==> src/rtl/multisim_arb_pkg.sv <==
// Shared constants, types and width helper for the multisim client arbiter
// and any later schedulers built on the same rotate-priority picker.
package multisim_arb_pkg;

   localparam int MAX_N_REQ  = 16;
   localparam int ARB_DATA_W = 64;

   typedef logic [ARB_DATA_W-1:0] arb_data_t;

   // Index width for n items; never narrower than one bit so ports stay legal.
   function automatic int idx_w(input int n);
      return (n > 1) ? $clog2(n) : 1;
   endfunction

endpackage

==> src/rtl/multisim_rr_pick.sv <==
// Combinational rotate-priority picker: the first requester after `last_i`
// (wrapping, `last_i` itself checked last) wins.
module multisim_rr_pick
   import multisim_arb_pkg::*;
#(
   parameter int  N  = 4,
   localparam int IW = idx_w(N)
) (
   input  logic [N-1:0]  req_i,
   input  logic [IW-1:0] last_i,
   output logic [N-1:0]  gnt_o,
   output logic [IW-1:0] idx_o,
   output logic          any_o
);

   always_comb begin
      int j;
      j     = 0;
      gnt_o = '0;
      idx_o = '0;
      any_o = 1'b0;
      // Walk from the farthest offset to the nearest so the nearest hit is written last.
      for (int k = N; k >= 1; k--) begin
         j = (int'(last_i) + k) % N;
         if (req_i[IW'(j)]) begin
            gnt_o        = '0;
            gnt_o[IW'(j)] = 1'b1;
            idx_o        = IW'(j);
            any_o        = 1'b1;
         end
      end
   end

endmodule

==> src/rtl/multisim_client_arbiter.sv <==
// Shares one multisim_client data channel between N_REQ producers: round-robin
// with optional burst lock and a registered output stage.
// Optional source tag output enabled by defining MULTISIM_ARB_SRC_TAG_EN.
module multisim_client_arbiter
   import multisim_arb_pkg::*;
#(
   parameter int  N_REQ     = 4,
   parameter int  DATA_W    = 64,
   parameter int  MAX_BURST = 1,
   localparam int IDX_W     = idx_w(N_REQ)
) (
   input  logic                    clk,
   input  logic                    rst_n,
   input  logic [N_REQ-1:0]        in_vld,
   output logic [N_REQ-1:0]        in_rdy,
   input  logic [N_REQ*DATA_W-1:0] in_data,
   output logic                    out_vld,
   input  logic                    out_rdy,
   output logic [DATA_W-1:0]       out_data,
   output logic [IDX_W-1:0]        out_src,
   output logic                    busy
);

   localparam int BURST_W = idx_w(MAX_BURST);

   logic                out_vld_q, out_vld_d;
   logic [DATA_W-1:0]   out_data_q, out_data_d;
   logic [IDX_W-1:0]    last_q, last_d;
   logic [BURST_W-1:0]  burst_q, burst_d;

   logic                load_en;
   logic                hold_burst;
   logic                take;
   logic [IDX_W-1:0]    sel;
   logic [DATA_W-1:0]   sel_data;
   logic [N_REQ-1:0]    rr_gnt;
   logic [IDX_W-1:0]    rr_idx;
   logic                rr_any;

   multisim_rr_pick #(
      .N (N_REQ)
   ) u_pick (
      .req_i  (in_vld),
      .last_i (last_q),
      .gnt_o  (rr_gnt),
      .idx_o  (rr_idx),
      .any_o  (rr_any)
   );

   // Slot is free or draining this cycle; in_rdy is held low while reset is asserted.
   assign load_en    = !out_vld_q || out_rdy;
   assign hold_burst = (int'(burst_q) < MAX_BURST - 1) && in_vld[last_q];
   assign sel        = hold_burst ? last_q : rr_idx;
   assign take       = rst_n && load_en && rr_any;
   assign sel_data   = in_data[int'(sel)*DATA_W +: DATA_W];

   always_comb begin
      in_rdy = '0;
      if (take) begin
         in_rdy = hold_burst ? '0 : rr_gnt;
         in_rdy[sel] = 1'b1;
      end
   end

   always_comb begin
      out_vld_d  = out_vld_q;
      out_data_d = out_data_q;
      last_d     = last_q;
      burst_d    = burst_q;
      if (load_en) begin
         out_vld_d = take;
         if (take) begin
            out_data_d = sel_data;
            last_d     = sel;
            // A repeat grant (burst or lone requester) counts up and saturates.
            if (sel == last_q) begin
               if (int'(burst_q) < MAX_BURST - 1) begin
                  burst_d = burst_q + BURST_W'(1);
               end
            end else begin
               burst_d = '0;
            end
         end
      end
   end

   always_ff @(posedge clk or negedge rst_n) begin
      if (!rst_n) begin
         out_vld_q  <= 1'b0;
         out_data_q <= '0;
         last_q     <= IDX_W'(N_REQ - 1);
         burst_q    <= '0;
      end else begin
         out_vld_q  <= out_vld_d;
         out_data_q <= out_data_d;
         last_q     <= last_d;
         burst_q    <= burst_d;
      end
   end

`ifdef MULTISIM_ARB_SRC_TAG_EN
   logic [IDX_W-1:0] src_q, src_d;

   always_comb begin
      src_d = src_q;
      if (take) begin
         src_d = sel;
      end
   end

   always_ff @(posedge clk or negedge rst_n) begin
      if (!rst_n) begin
         src_q <= '0;
      end else begin
         src_q <= src_d;
      end
   end

   assign out_src = src_q;
`else
   assign out_src = '0;
`endif

   assign out_vld  = out_vld_q;
   assign out_data = out_data_q;
   assign busy     = out_vld_q || (|in_vld);

endmodule

==> config.mk <==
export PLATFORM = sky130hd
export DESIGN_NAME = multisim_client_arbiter
export DESIGN_NICKNAME = d
export VERILOG_FILES = /design/src/rtl/multisim_arb_pkg.sv /design/src/rtl/multisim_rr_pick.sv /design/src/rtl/multisim_client_arbiter.sv
export SDC_FILE = /design/constraint.sdc
export NUM_CORES = 1
export LEC_CHECK = 0
export ABC_CLOCK_PERIOD_IN_PS = 3000
export CAP_MARGIN = 20
export CORE_ASPECT_RATIO = 0.8
export CORE_MARGIN = 8
export CORE_UTILIZATION = 33
export CTS_CLUSTER_SIZE = 14
export DETAILED_ROUTE_END_ITERATION = 10
export PLACE_DENSITY_LB_ADDON = 0.05
export SETUP_SLACK_MARGIN = 0.05
export SLEW_MARGIN = 10
export SYNTH_ARGS = -nofsm -noshare
export SYNTH_HDL_FRONTEND = slang
export SYNTH_SLANG_ARGS = --single-unit
==> constraint.sdc <==
create_clock -name clk -period 3 [get_ports clk]
set_input_delay 0.3 -clock clk [delete_from_list [all_inputs] [get_ports clk]]
set_output_delay 0.3 -clock clk [all_outputs]
set_load 0.01 [all_outputs]
==> After elaboration in Yosys (flattened, before gate mapping) <==
Cells that the tools add are included.
{ "totals": {"regBits": 67, "inputBits": 263, "out_inout_bits": 72} }
{ "classes": {"n_addsub": 4, "order_cmp": 10, "n_shift": 1, "muxes": 35, "n_bitwise": 1, "n_reduce_logical": 12} }
{ "op_table": {"columns": ["op", "count"], "rows": [
  ["indexed part select 256 x 9 -> 64 bit", 1],
  ["2-to-1 mux 4 bit", 5],
  ["2-to-1 mux 1 bit", 17],
  ["less-than comparator 2 x 4 -> 1 bit (second input constant)", 4],
  ["demux 1 bit (select 2 bit)", 5],
  [">= comparator 2 x 1 -> 1 bit (second input constant)", 5],
  ["binary-select mux 1 bit (select 2 bit)", 4],
  ["2-to-1 mux 2 bit", 4],
  ["logical AND 1 bit", 7],
  ["adder 2 x 1 -> 2 bit (second input constant)", 2],
  ["adder 2 bit (second input constant)", 2],
  ["bitwise OR 4 bit", 1],
  ["OR reduction 4 bit", 1],
  ["less-than comparator 2 x 3 -> 1 bit (second input constant)", 1],
  ["logical OR 1 bit", 2],
  ["AND reduction 2 bit", 1],
  ["logical NOT 1 bit", 1]
]} }

==> Logic depth before layout (Yosys ltp) <==
Gate-level depths: netlist of run 1.
{ "logic_depth": {"depth_word": 14, "ltp_mapped": 13} }

==> Modules after synthesis <==
From an unflattened synthesis of run 1, not the netlist that was laid out.
{ "hier_totals": {"hier_cells": 310, "hier_area_um2": 4750.8} }
{ "by_module_without_submodules": {"columns": ["module", "n_inst", "cells_each", "area_each_um2"], "rows": [
  ["multisim_client_arbiter", 1, 241, 4197.8],
  ["multisim_rr_pick", 1, 69, 553.0]
]} }

==> Worst setup path after synthesis of run 1 <==
No wires, ideal clock.
{ "synth_path": {"path_kind": "register -> output", "from": "register last_q[0]", "to": "output in_rdy[1]", "t_arrival_ps": 2792, "setup_slack_ps": -92, "path_stages_with_launch": 14, "cell_sequence": "dfstp_2 > buf_6 > inv_1 > ha_1 > buf_2 > mux4_2 > nor2b_4 > o21ai_1 > mux2_2 > buf_6 > buf_6 > buf_6 > o221ai_2 > and2_1"} }
{ "synth_between": {"elab_chain_cells": 14, "elab_cells_between_ends": 56} }
{ "synth_rtl": {"columns": ["item", "line", "text"], "rows": [
  ["start: declaration", "multisim_client_arbiter.sv:28", "logic [IDX_W-1:0] last_q, last_d;"],
  ["start signal: assignment", "multisim_client_arbiter.sv:91", "last_q <= IDX_W'(N_REQ - 1);"],
  ["start signal: assignment", "multisim_client_arbiter.sv:96", "last_q <= last_d;"],
  ["adder 2 x 1 -> 2 bit", "multisim_rr_pick.sv:24", "j = (int'(last_i) + k) % N;"],
  ["binary-select mux 1 bit (select 2 bit)", "multisim_rr_pick.sv:25", "if (req_i[IW'(j)]) begin"],
  ["2-to-1 mux 1 bit (not written as such) (2 in a row)", "multisim_rr_pick.sv:25", null],
  ["2-to-1 mux 2 bit (4 in a row)", "multisim_rr_pick.sv:25", null],
  ["less-than comparator 2 x 3 -> 1 bit (not written as such) / >= comparator 2 x 1 -> 1 bit (equally long branches)", "multisim_client_arbiter.sv:61", "in_rdy[sel] = 1'b1;"],
  ["logical AND 1 bit (not written as such)", "multisim_client_arbiter.sv:61", null],
  ["2-to-1 mux 1 bit (not written as such)", "multisim_client_arbiter.sv:61", null],
  ["demux 1 bit (select 2 bit)", "multisim_client_arbiter.sv:61", null],
  ["bitwise OR 4 bit (no source line)", null, null],
  ["2-to-1 mux 4 bit *", "multisim_client_arbiter.sv:59", "if (take) begin"],
  ["end: declaration", "multisim_client_arbiter.sv:15", "output logic [N_REQ-1:0] in_rdy,"]
]} }
Mark *: on every way between the ends. The rest lies on a longest branch, timed or not. The select of a mux whose other input is x is not followed.

==> Worst setup path after layout of run 1 <==
{ "layout_path": {"from": "register last_q[0]", "to": "register out_data_q[13] (netlist: out_data[13])"} }
{ "layout_between": {"elab_chain_cells": 10, "elab_cells_between_ends": 27} }
{ "layout_rtl": {"columns": ["item", "line", "text"], "rows": [
  ["branches (longest 10 deep; another with adder 2 x 1 -> 2 bit)", null, null],
  ["end signal: assignment", "multisim_client_arbiter.sv:95", "out_data_q <= out_data_d;"],
  ["end: declaration", "multisim_client_arbiter.sv:27", "logic [DATA_W-1:0] out_data_q, out_data_d;"]
]} }
Several ways; the timed one is not identified. The select of a mux whose other input is x is not followed.
A chain may end at the register's enable or synchronous reset.

==> results.sh, run 1 <==
export IMPL_status="completed"
export IMPL_crit_fanout=9
export IMPL_final_cell_area_um2=9144
export IMPL_switching_power_mw=3.371
export IMPL_grt_setup_unrepaired="true"
export IMPL_regToRegSetupSlack_ns=0.08
export IMPL_reg2reg_from="last_q[0]$_DFFE_PN1P_"
export IMPL_worst_slack_ns=0.07896
export IMPL_synth_edf_count=0
export IMPL_drt_pass1_iter_count=4
export IMPL_ant_nets=0
export IMPL_first_global_vias=5626
export IMPL_fp_dieH_um=126.1
export IMPL_hold_violations=0
export IMPL_grt_pass1_wl_um=30770
export IMPL_ioPinCount=335
export IMPL_viasPerCell=5.190
export IMPL_path_clk_slew_ns=0.06
export IMPL_syn_avg_cell_area_um2=9.768
export IMPL_drc=0
export IMPL_path_cells="inv_6 -> ha_4 -> buf_4 -> o21bai_2 -> a221oi_2 -> a211oi_4 -> buf_6 -> buf_4 -> mux2i_2 -> nor2_1 -> a221o_1"
export IMPL_dpl_hpwl_um=15840
export IMPL_netlist_instances=512
export IMPL_utilization=0.6131
export IMPL_antenna_diode_count=0
export IMPL_ir_worst_vdd_v=0.0008484
export IMPL_synth_top_cell_area_share=0.3252
export IMPL_dp_worst_setup_slack_ns=-0.06753
export IMPL_p_clk_frac=0.113
export IMPL_place_area_um2=8600
export IMPL_synth_distinct_cells=35
export IMPL_required_ns=3.21
export IMPL_drive_gt1_frac=0.1076
export IMPL_drt_initial_drc_count=231
export IMPL_total_power_mw=8.362
export IMPL_port_buffers=332
export IMPL_switching_share=0.4032
export IMPL_crit_top_cell="buf_4"
export IMPL_hold_class="in2async"
export IMPL_cts_tree="built"
export IMPL_max_freq_ghz=0.3423
export IMPL_ys_async_sr_fraction=1.000
export IMPL_combinationalPowerShare=0.696
export IMPL_synth_seq_area_share=0.3358
export IMPL_nets=1110
export IMPL_core_um2=14910
export IMPL_slew_viol_final=0
export IMPL_cts_inserted_buffers=9
export IMPL_p_leak_nw=3.898
export IMPL_ys_warnings_count=0
export IMPL_synth_area_top_cells="dfrtp_1 (33%), mux2i_1 (26%), a221o_1 (13%)"
export IMPL_antenna_found_initial=0
export IMPL_cp_buffers_inverters=4
export IMPL_setup_tns_ns=0
export IMPL_period_minus_slack_ns=2.921
export IMPL_synthFlopType="dfrtp_1"
export IMPL_cts_sinks=67
export IMPL_r2r_cells=11
export IMPL_critPathCaptureType="flop"
export IMPL_grt_max_degree=69
export IMPL_gp_congestion=0.8788
export IMPL_fin_crit_sh=0.9737
export IMPL_worstMarginPinSlew_ns=0.8581
export IMPL_p_per_area_nw_per_um2=914.5
export IMPL_skew_ns=0.006125
export IMPL_vias=5372
export IMPL_grtUsageTotal=0.1998
export IMPL_slowest_stage="dfstp_2"
export IMPL_synth_largest_area_cell="dfrtp_1"
export IMPL_maxSlewHeadroom=0.4279
export IMPL_ys_seq_elements=67
export IMPL_crit_type="reg2reg"
export IMPL_die_area_um2=19370
export IMPL_synthesis_area_um2=5001
export IMPL_hold_buffers=0
export IMPL_row_count=40
export IMPL_worstSetupStartpointType="flop"
export IMPL_overflow=0
export IMPL_syn_to_final_growth_pct=82.84
export IMPL_start_util=0.3353
export IMPL_seqPwrFrac=0.191
export IMPL_fp_dieW_um=153.6
export IMPL_path_delay_family="compound AO/OA/AOI/OAI gates"
export IMPL_htreeDepth=3
export IMPL_cts_root_buffer="clkbuf_16"
export IMPL_fillers=1271
export IMPL_maxCapViolCount=0
export IMPL_r2r_end="out_data[13]$_DFFE_PN0P_"
export IMPL_wl_um=20260
export IMPL_finalSetupViolations=0
export IMPL_arrival_ns=3.13
export IMPL_clk_latency_ns=0.33
export IMPL_wl_per_cell_um=19.57
export IMPL_intPower_mw=4.991
export IMPL_slowest_delay_ns=0.62
export IMPL_clock_path_buffers=2
state kept, by name, indices dropped and copies added (netlist names):
register	cells
out_data	64
last_q	2
out_vld	1
worst max-delay path by stage:
stage,startpoint,to,slack [ns],cells past startpoint
finish,last_q[0]$_DFFE_PN1P_,out_data[13]$_DFFE_PN0P_,0.08,11
CTS,last_q[0]$_DFFE_PN1P_,in_rdy[1],0.0003,9
global placement,in_vld[1],in_rdy[1],-0.005,8
global route,last_q[0]$_DFFE_PN1P_,out_data[10]$_DFFE_PN0P_,-0.01,11
detailed placement,last_q[0]$_DFFE_PN1P_,out_data[41]$_DFFE_PN0P_,-0.07,11
floorplan,last_q[0]$_DFFE_PN1P_,in_rdy[1],0.07,13
cells by family after synthesis:
family / Yosys count / share of synthesized area
mux: 136 / 0.2800
buf+inv: 59 / 0.06505
other cells: 1 / 0.0007498
simple gates: 155 / 0.1416
compound gates: 88 / 0.1619
fa+ha+maj: 6 / 0.01501
flops: 67 / 0.3358
per-layer routing:
metal	track usage	vias up	share of wire	wire, um
met2	0.3734	227	0.53	10700
met3	0.06801	12	0.076	1531
met5	0	-	0	0
li1	-	2615	-	-
met1	0.2176	2518	0.39	7877
met4	0.03278	0	0.0074	150
power groups by stage:
stage	Sequential, mW	Combinational (mW)	Clock [mW]
after detailed placement	1.60	5.30	0
after CTS	1.60	5.69	0.984
after global placement	1.59	5.23	0
final	1.60	5.82	0.946
after floorplan	1.78	3.25	0
after global routing	1.65	6.21	1.03
Yosys cell counts (3+ instances only):
cell type and n:
nand2_1 8, o21ai_0 8, nor3_1 62, buf_2 14, buf_6 10, nor2_1 69
mux4_2 3, clkbuf_1 29, buf_4 3, inv_1 3, nand3_1 5, a221o_1 64
nor2b_1 3, a221oi_1 5, dfrtp_1 65, ha_1 6, mux2i_1 132
placed cells by master (no fill, tap or decap), types with 4 or more instances in the layout:
| cell | Yosys | final |
|---|---|---|
| clkdlybuf4s50_1 | 0 | 327 |
| mux2i_1 | 132 | 123 |
| nor2_1 | 69 | 69 |
| dfrtp_1 | 65 | 65 |
| a221o_1 | 64 | 64 |
| nor3_1 | 62 | 62 |
| buf_4 | 3 | 21 |
| clkbuf_16 | 0 | 11 |
| buf_6 | 10 | 9 |
| nand2_1 | 8 | 8 |
| o21ai_0 | 8 | 8 |
| mux2i_2 | 0 | 7 |
| ha_1 | 6 | 5 |
| buf_12 | 0 | 5 |
| nand3_1 | 5 | 4 |
| clkinvlp_4 | 0 | 4 |
metrics by stage:
stage | hold slack [ns] | instances
after floorplan | 0.004409 | 513
after global placement | 0.4951 | 1010
after detailed placement | 0.4974 | 1010
after CTS | 0.2830 | 1034
after global routing | 0.3299 | 1035
final | 0.2484 | 1035
what timing repair did:
action                                 CTS  global route
buffers inserted                         6             0
endpoints found under the hold margin    0             0
setup endpoints to repair               53            65
gates cloned                             2             2
pin swaps                                1             3
resized for setup                       31            23
final cells by class:
class / instances / area [um^2] / area share
clock buffers: 9 / 225.2 / 0.02463
clock inverters: 7 / 45.04 / 0.004926
inverters: 3 / 16.27 / 0.001779
multi-input cells: 387 / 3118 / 0.3410
flip-flops and latches: 67 / 1679 / 0.1836
well taps: 189 / 236.5 / 0.02586
repair buffers: 373 / 3824 / 0.4182
No activity file was read; power rests on OpenSTA's default activity.
==> run 2, diff against run 1 <==
ABC_CLOCK_PERIOD_IN_PS = 3650   (was 3000)
CORE_UTILIZATION = 40   (was 33)
SKIP_CTS_REPAIR_TIMING = 1   (was unset)
clock period = 3.65 ns   (was 3 ns; I/O delays follow)
==> run 2 against run 1 <==
  * First-iteration DRC count up 52%
  * Worst hold slack better by 0.032 ns
  * Critical path depth down 3
  * Total power down 22%
  * Design area down 4.1%
  * Setup slack better by 0.10 ns
  * Clock skew down 0.00098 ns
  * Register-to-register slack better by 0.19 ns
  * Largest power group unchanged
==> results.sh, run 2 (synthesis gave the netlist of run 1 again) <==
export IMPL_status="completed"
export IMPL_vias=5271
export IMPL_row_count=36
export IMPL_switching_share=0.4047
export IMPL_clk_latency_ns=0.32
export IMPL_ant_nets=0
export IMPL_worstSetupStartpointType="flop"
export IMPL_hold_violations=0
export IMPL_wl_per_cell_um=20.16
export IMPL_fp_dieW_um=141.0
export IMPL_p_per_area_nw_per_um2=742.0
export IMPL_drive_gt1_frac=0.05839
export IMPL_drt_pass1_iter_count=5
export IMPL_cts_tree="built"
export IMPL_stdcell_count=993
export IMPL_wl_um=20020
export IMPL_critPathCaptureType="output port"
export IMPL_core_um2=12210
export IMPL_crit_fanout=9
export IMPL_cts_inserted_buffers=9
export IMPL_layout_common_cells="clkdlybuf4s50_1 (330), mux2i_1 (132), nor2_1 (69), dfrtp_1 (65), a221o_1 (64)"
export IMPL_dpl_hpwl_um=15810
export IMPL_port_buffers=332
export IMPL_maxSlewHeadroom=0.4052
export IMPL_first_global_vias=5552
export IMPL_crit_type="reg2out"
export IMPL_total_power_mw=6.507
export IMPL_fin_crit_sh=0.9507
export IMPL_layout_commonest_cell="clkdlybuf4s50_1"
export IMPL_cts_root_buffer="clkbuf_16"
export IMPL_clock_path_buffers=2
export IMPL_path_clk_slew_ns=0.06
export IMPL_skew_ns=0.005141
export IMPL_cts_sinks=67
export IMPL_ioPinCount=335
export IMPL_drc=0
export IMPL_start_util=0.4097
export IMPL_overflow=0
export IMPL_intPower_mw=3.874
export IMPL_maxCapViolCount=0
export IMPL_syn_to_final_growth_pct=75.36
export IMPL_nets=1086
export IMPL_die_area_um2=16360
export IMPL_p_leak_nw=3.759
export IMPL_htreeDepth=3
export IMPL_fp_dieH_um=116.0
export IMPL_combinationalPowerShare=0.657
export IMPL_drt_initial_drc_count=350
export IMPL_grtUsageTotal=0.2329
export IMPL_period_minus_slack_ns=3.470
export IMPL_switching_power_mw=2.633
export IMPL_antenna_diode_count=0
export IMPL_grt_setup_unrepaired="false"
export IMPL_worstMarginPinSlew_ns=0.8921
export IMPL_p_clk_frac=0.141
export IMPL_grt_max_degree=100
export IMPL_slew_viol_final=0
export IMPL_finalSetupViolations=0
export IMPL_gp_congestion=0.8782
export IMPL_max_freq_ghz=0.2882
export IMPL_ir_worst_vdd_v=0.0007372
export IMPL_arrival_ns=3.10
export IMPL_seqPwrFrac=0.202
export IMPL_largest_reg_flops=64
export IMPL_required_ns=3.28
export IMPL_dp_cells=969
export IMPL_antenna_found_initial=0
export IMPL_grt_pass1_wl_um=30030
export IMPL_hold_class="in2async"
export IMPL_viasPerCell=5.308
==> run 2: worst paths after layout <==
path / from / endpoint / slack, ns / cells past startpoint
min in group clk: out_data[9]$_DFFE_PN0P_ / out_data[9]$_DFFE_PN0P_ / 0.51 / 1
hold reg to reg: out_data[9]$_DFFE_PN0P_ / out_data[9]$_DFFE_PN0P_ / 0.51 / 1
setup reg to reg: last_q[1]$_DFFE_PN1P_ / out_data[39]$_DFFE_PN0P_ / 0.27 / 12
max in group asynchronous: rst_n / out_data[4]$_DFFE_PN0P_ / 2.80 / 2
setup / recovery: last_q[1]$_DFFE_PN1P_ / in_rdy[3] / 0.18 / 8
hold / removal: rst_n / out_data[3]$_DFFE_PN0P_ / 0.28 / 2
==> run 2: critical path, cell delays in order, from the launching register on <==
cell and delay (ns):
dfstp_2 0.57, clkinvlp_4 0.16, ha_4 0.31, buf_4 0.15
mux2i_1 0.38, a21oi_1 0.09, mux2_4 0.31, o211ai_1 0.22
clkdlybuf4s50_1 0.59
==> run 2: cell type report <==
cell class	count	area, um^2
Timing Repair Buffer	349	3501
Fill cell	913	3437
Multi-Input combinational cell	387	3042
Sequential cell	67	1679
Clock buffer	10	229.0
Tap cell	171	214.0
Clock inverter	6	90.09
Inverter	3	15.01
==> run 2: routing by layer <==
metal / GRT usage / part of all wire / vias up
met3: 0.07410 / 0.078 / 30
met4: 0.06714 / 0.022 / 0
met5: 0 / 0 / -
met2: 0.4265 / 0.52 / 245
met1: 0.2553 / 0.38 / 2438
li1: - / - / 2558
==> run 2: power groups by stage <==
stage               logic, mW  clock network (mW)  registers (mW)
floorplan                2.61                   0            1.47
global placement         4.08                   0            1.30
detailed placement       4.16                   0            1.32
CTS                      4.19               0.942            1.32
global route             4.57               0.975            1.36
finish                   4.28               0.917            1.31
==> run 2: through the flow <==
step	area (um^2)	setup WS (ns)	TNS (ns)	hold WS, ns	util
floorplan	5005	0.4929	0	0.06941	-
global placement	8372	0.4392	0	0.4963	0.6858
detailed placement	8372	0.2858	0	0.4971	0.6858
CTS	8691	-0.09905	-0.1049	0.3082	0.7120
global route	8770	0.07905	0	0.3700	0.7184
finish	8770	0.1801	0	0.2808	0.7184
==> run 3, diff against run 2 <==
CORE_AREA = 2 2 129 131   (was unset)
CORE_ASPECT_RATIO = unset   (was 0.8)
CORE_MARGIN = unset   (was 8)
CORE_UTILIZATION = unset   (was 40)
DIE_AREA = 0 0 131 133   (was unset)
==> run 3 against run 2 <==
  * Combinational power fell by 1%
  * Worst hold slack better by 0.014 ns
  * Critical endpoint is now in_rdy[0]
  * Die area up 6.5%
==> results.sh, run 3 (synthesis gave the netlist of run 1 again) <==
export IMPL_wl_per_cell_um=17.13
export IMPL_seqPwrFrac=0.207
export IMPL_drive_gt1_frac=0.05366
export IMPL_row_count=47
export IMPL_first_global_vias=5241
export IMPL_worstSetupStartpointType="flop"
export IMPL_place_area_um2=8453
export IMPL_die_area_um2=17420
export IMPL_combinationalPowerShare=0.664
export IMPL_hold_violations=0
export IMPL_switching_power_mw=2.564
export IMPL_required_ns=3.28
export IMPL_maxCapViolCount=0
export IMPL_port_buffers=332
export IMPL_cts_inserted_buffers=9
export IMPL_syn_to_final_growth_pct=75.96
export IMPL_multi_input_area_um2=3035
export IMPL_finalSetupViolations=0
export IMPL_grt_setup_unrepaired="false"
export IMPL_ir_worst_vdd_v=0.0005028
export IMPL_path_clk_slew_ns=0.05
export IMPL_grt_pass1_wl_um=26700
export IMPL_grt_max_degree=69
export IMPL_wl_um=17810
export IMPL_gp_congestion=0.8778
export IMPL_ant_nets=0
export IMPL_start_util=0.3092
export IMPL_dpl_hpwl_um=13580
export IMPL_slew_viol_final=0
export IMPL_maxSlewHeadroom=0.4109
export IMPL_nets=1085
export IMPL_cts_root_buffer="clkbuf_16"
export IMPL_arrival_ns=3.16
export IMPL_critPathCaptureType="output port"
export IMPL_overflow=0
export IMPL_cts_sinks=67
export IMPL_vias=5235
export IMPL_utilization=0.5441
export IMPL_p_leak_nw=3.749
export IMPL_drt_initial_drc_count=209
export IMPL_layout_common_cells="clkdlybuf4s50_1 (330), mux2i_1 (132), nor2_1 (69), dfrtp_1 (65), a221o_1 (64)"
export IMPL_final_cell_area_um2=8800
export IMPL_intPower_mw=3.785
export IMPL_core_um2=16170
export IMPL_switching_share=0.4039
export IMPL_regArea_um2=1679
export IMPL_cts_tree="built"
export IMPL_p_clk_frac=0.129
export IMPL_htreeDepth=3
export IMPL_r2r_cells=11
export IMPL_fillers=1438
export IMPL_dp_cells=1019
export IMPL_drt_pass1_iter_count=4
export IMPL_layout_commonest_cell="clkdlybuf4s50_1"
export IMPL_antenna_found_initial=0
export IMPL_setup_tns_ns=0
export IMPL_stdcell_count=1040
export IMPL_hold_class="in2async"
export IMPL_viasPerCell=5.034
export IMPL_clk_latency_ns=0.32
export IMPL_total_power_mw=6.349
export IMPL_skew_ns=0.004426
export IMPL_p_per_area_nw_per_um2=721.5
export IMPL_worstMarginPinSlew_ns=0.8837
export IMPL_fin_crit_sh=0.9653
export IMPL_grtUsageTotal=0.1963
export IMPL_clock_path_buffers=2
export IMPL_largest_reg_flops=64
export IMPL_crit_fanout=6
export IMPL_period_minus_slack_ns=3.523
export IMPL_antenna_diode_count=0
export IMPL_fp_dieW_um=131
export IMPL_max_freq_ghz=0.2838
export IMPL_fp_dieH_um=133
export IMPL_ioPinCount=335
export IMPL_crit_type="reg2out"
export IMPL_status="completed"
export IMPL_drc=0
-- run 3: cell count changes in the layout (fill, tap and decap cells not counted), moves of 2 or more --
cell	previous run	this run
buf_12	4	6
clkbuf_1	1	3
buf_4	14	11
clkinv_4	2	0
-- run 3: worst paths after layout --
check | start | slack [ns] | to
max in group asynchronous | rst_n | 2.78 | out_data[48]$_DFFE_PN0P_
setup reg to reg | last_q[1]$_DFFE_PN1P_ | 0.40 | out_data[58]$_DFFE_PN0P_
setup / recovery | last_q[1]$_DFFE_PN1P_ | 0.13 | in_rdy[0]
min in group clk | out_data[42]$_DFFE_PN0P_ | 0.50 | out_data[42]$_DFFE_PN0P_
hold / removal | rst_n | 0.30 | out_data[10]$_DFFE_PN0P_
hold reg to reg | out_data[42]$_DFFE_PN0P_ | 0.50 | out_data[42]$_DFFE_PN0P_
-- run 3: through the flow --
stage	hold slack [ns]	setup slack, ns
2_1_floorplan	0.06941	0.4929
3_3_place_gp	0.4944	0.4380
3_5_place_dp	0.4973	0.3723
4_1_cts	0.3493	0.02028
5_1_grt	0.3764	0.03177
6_report	0.2951	0.1267
-- run 3: critical path, stage by stage, from the launching register on --
cell and delay [ns]:
dfstp_2 0.59, clkinvlp_4 0.15, ha_1 0.32, mux4_2 0.37, nor2b_4 0.17, o21ai_1 0.09
mux2_4 0.31, nor2b_1 0.14, o21a_1 0.20, clkdlybuf4s50_1 0.49
-- run 3: layer usage --
metal,vias to the layer above,track usage,share of wire
met5,-,0,0
met4,0,0.08392,0.031
met3,35,0.04610,0.083
met2,239,0.3400,0.50
met1,2412,0.2292,0.39
li1,2549,-,-
-- run 3: power groups by stage --
stage	Clock [mW]	Sequential, mW	Combinational [mW]
after global routing	0.888	1.36	4.53
final	0.820	1.31	4.22
after floorplan	0	1.47	2.61
after detailed placement	0	1.31	4.13
after CTS	0.848	1.32	4.15
after global placement	0	1.31	4.09
-- run 3: cell type report --
class | instances | area share
clock buffer | 12 | 0.02687
clock inverter | 3 | 0.004550
inverter | 3 | 0.001706
multi-input combinational | 387 | 0.3449
sequential | 67 | 0.1908
tap | 220 | 0.03128
timing repair buffer | 348 | 0.3998
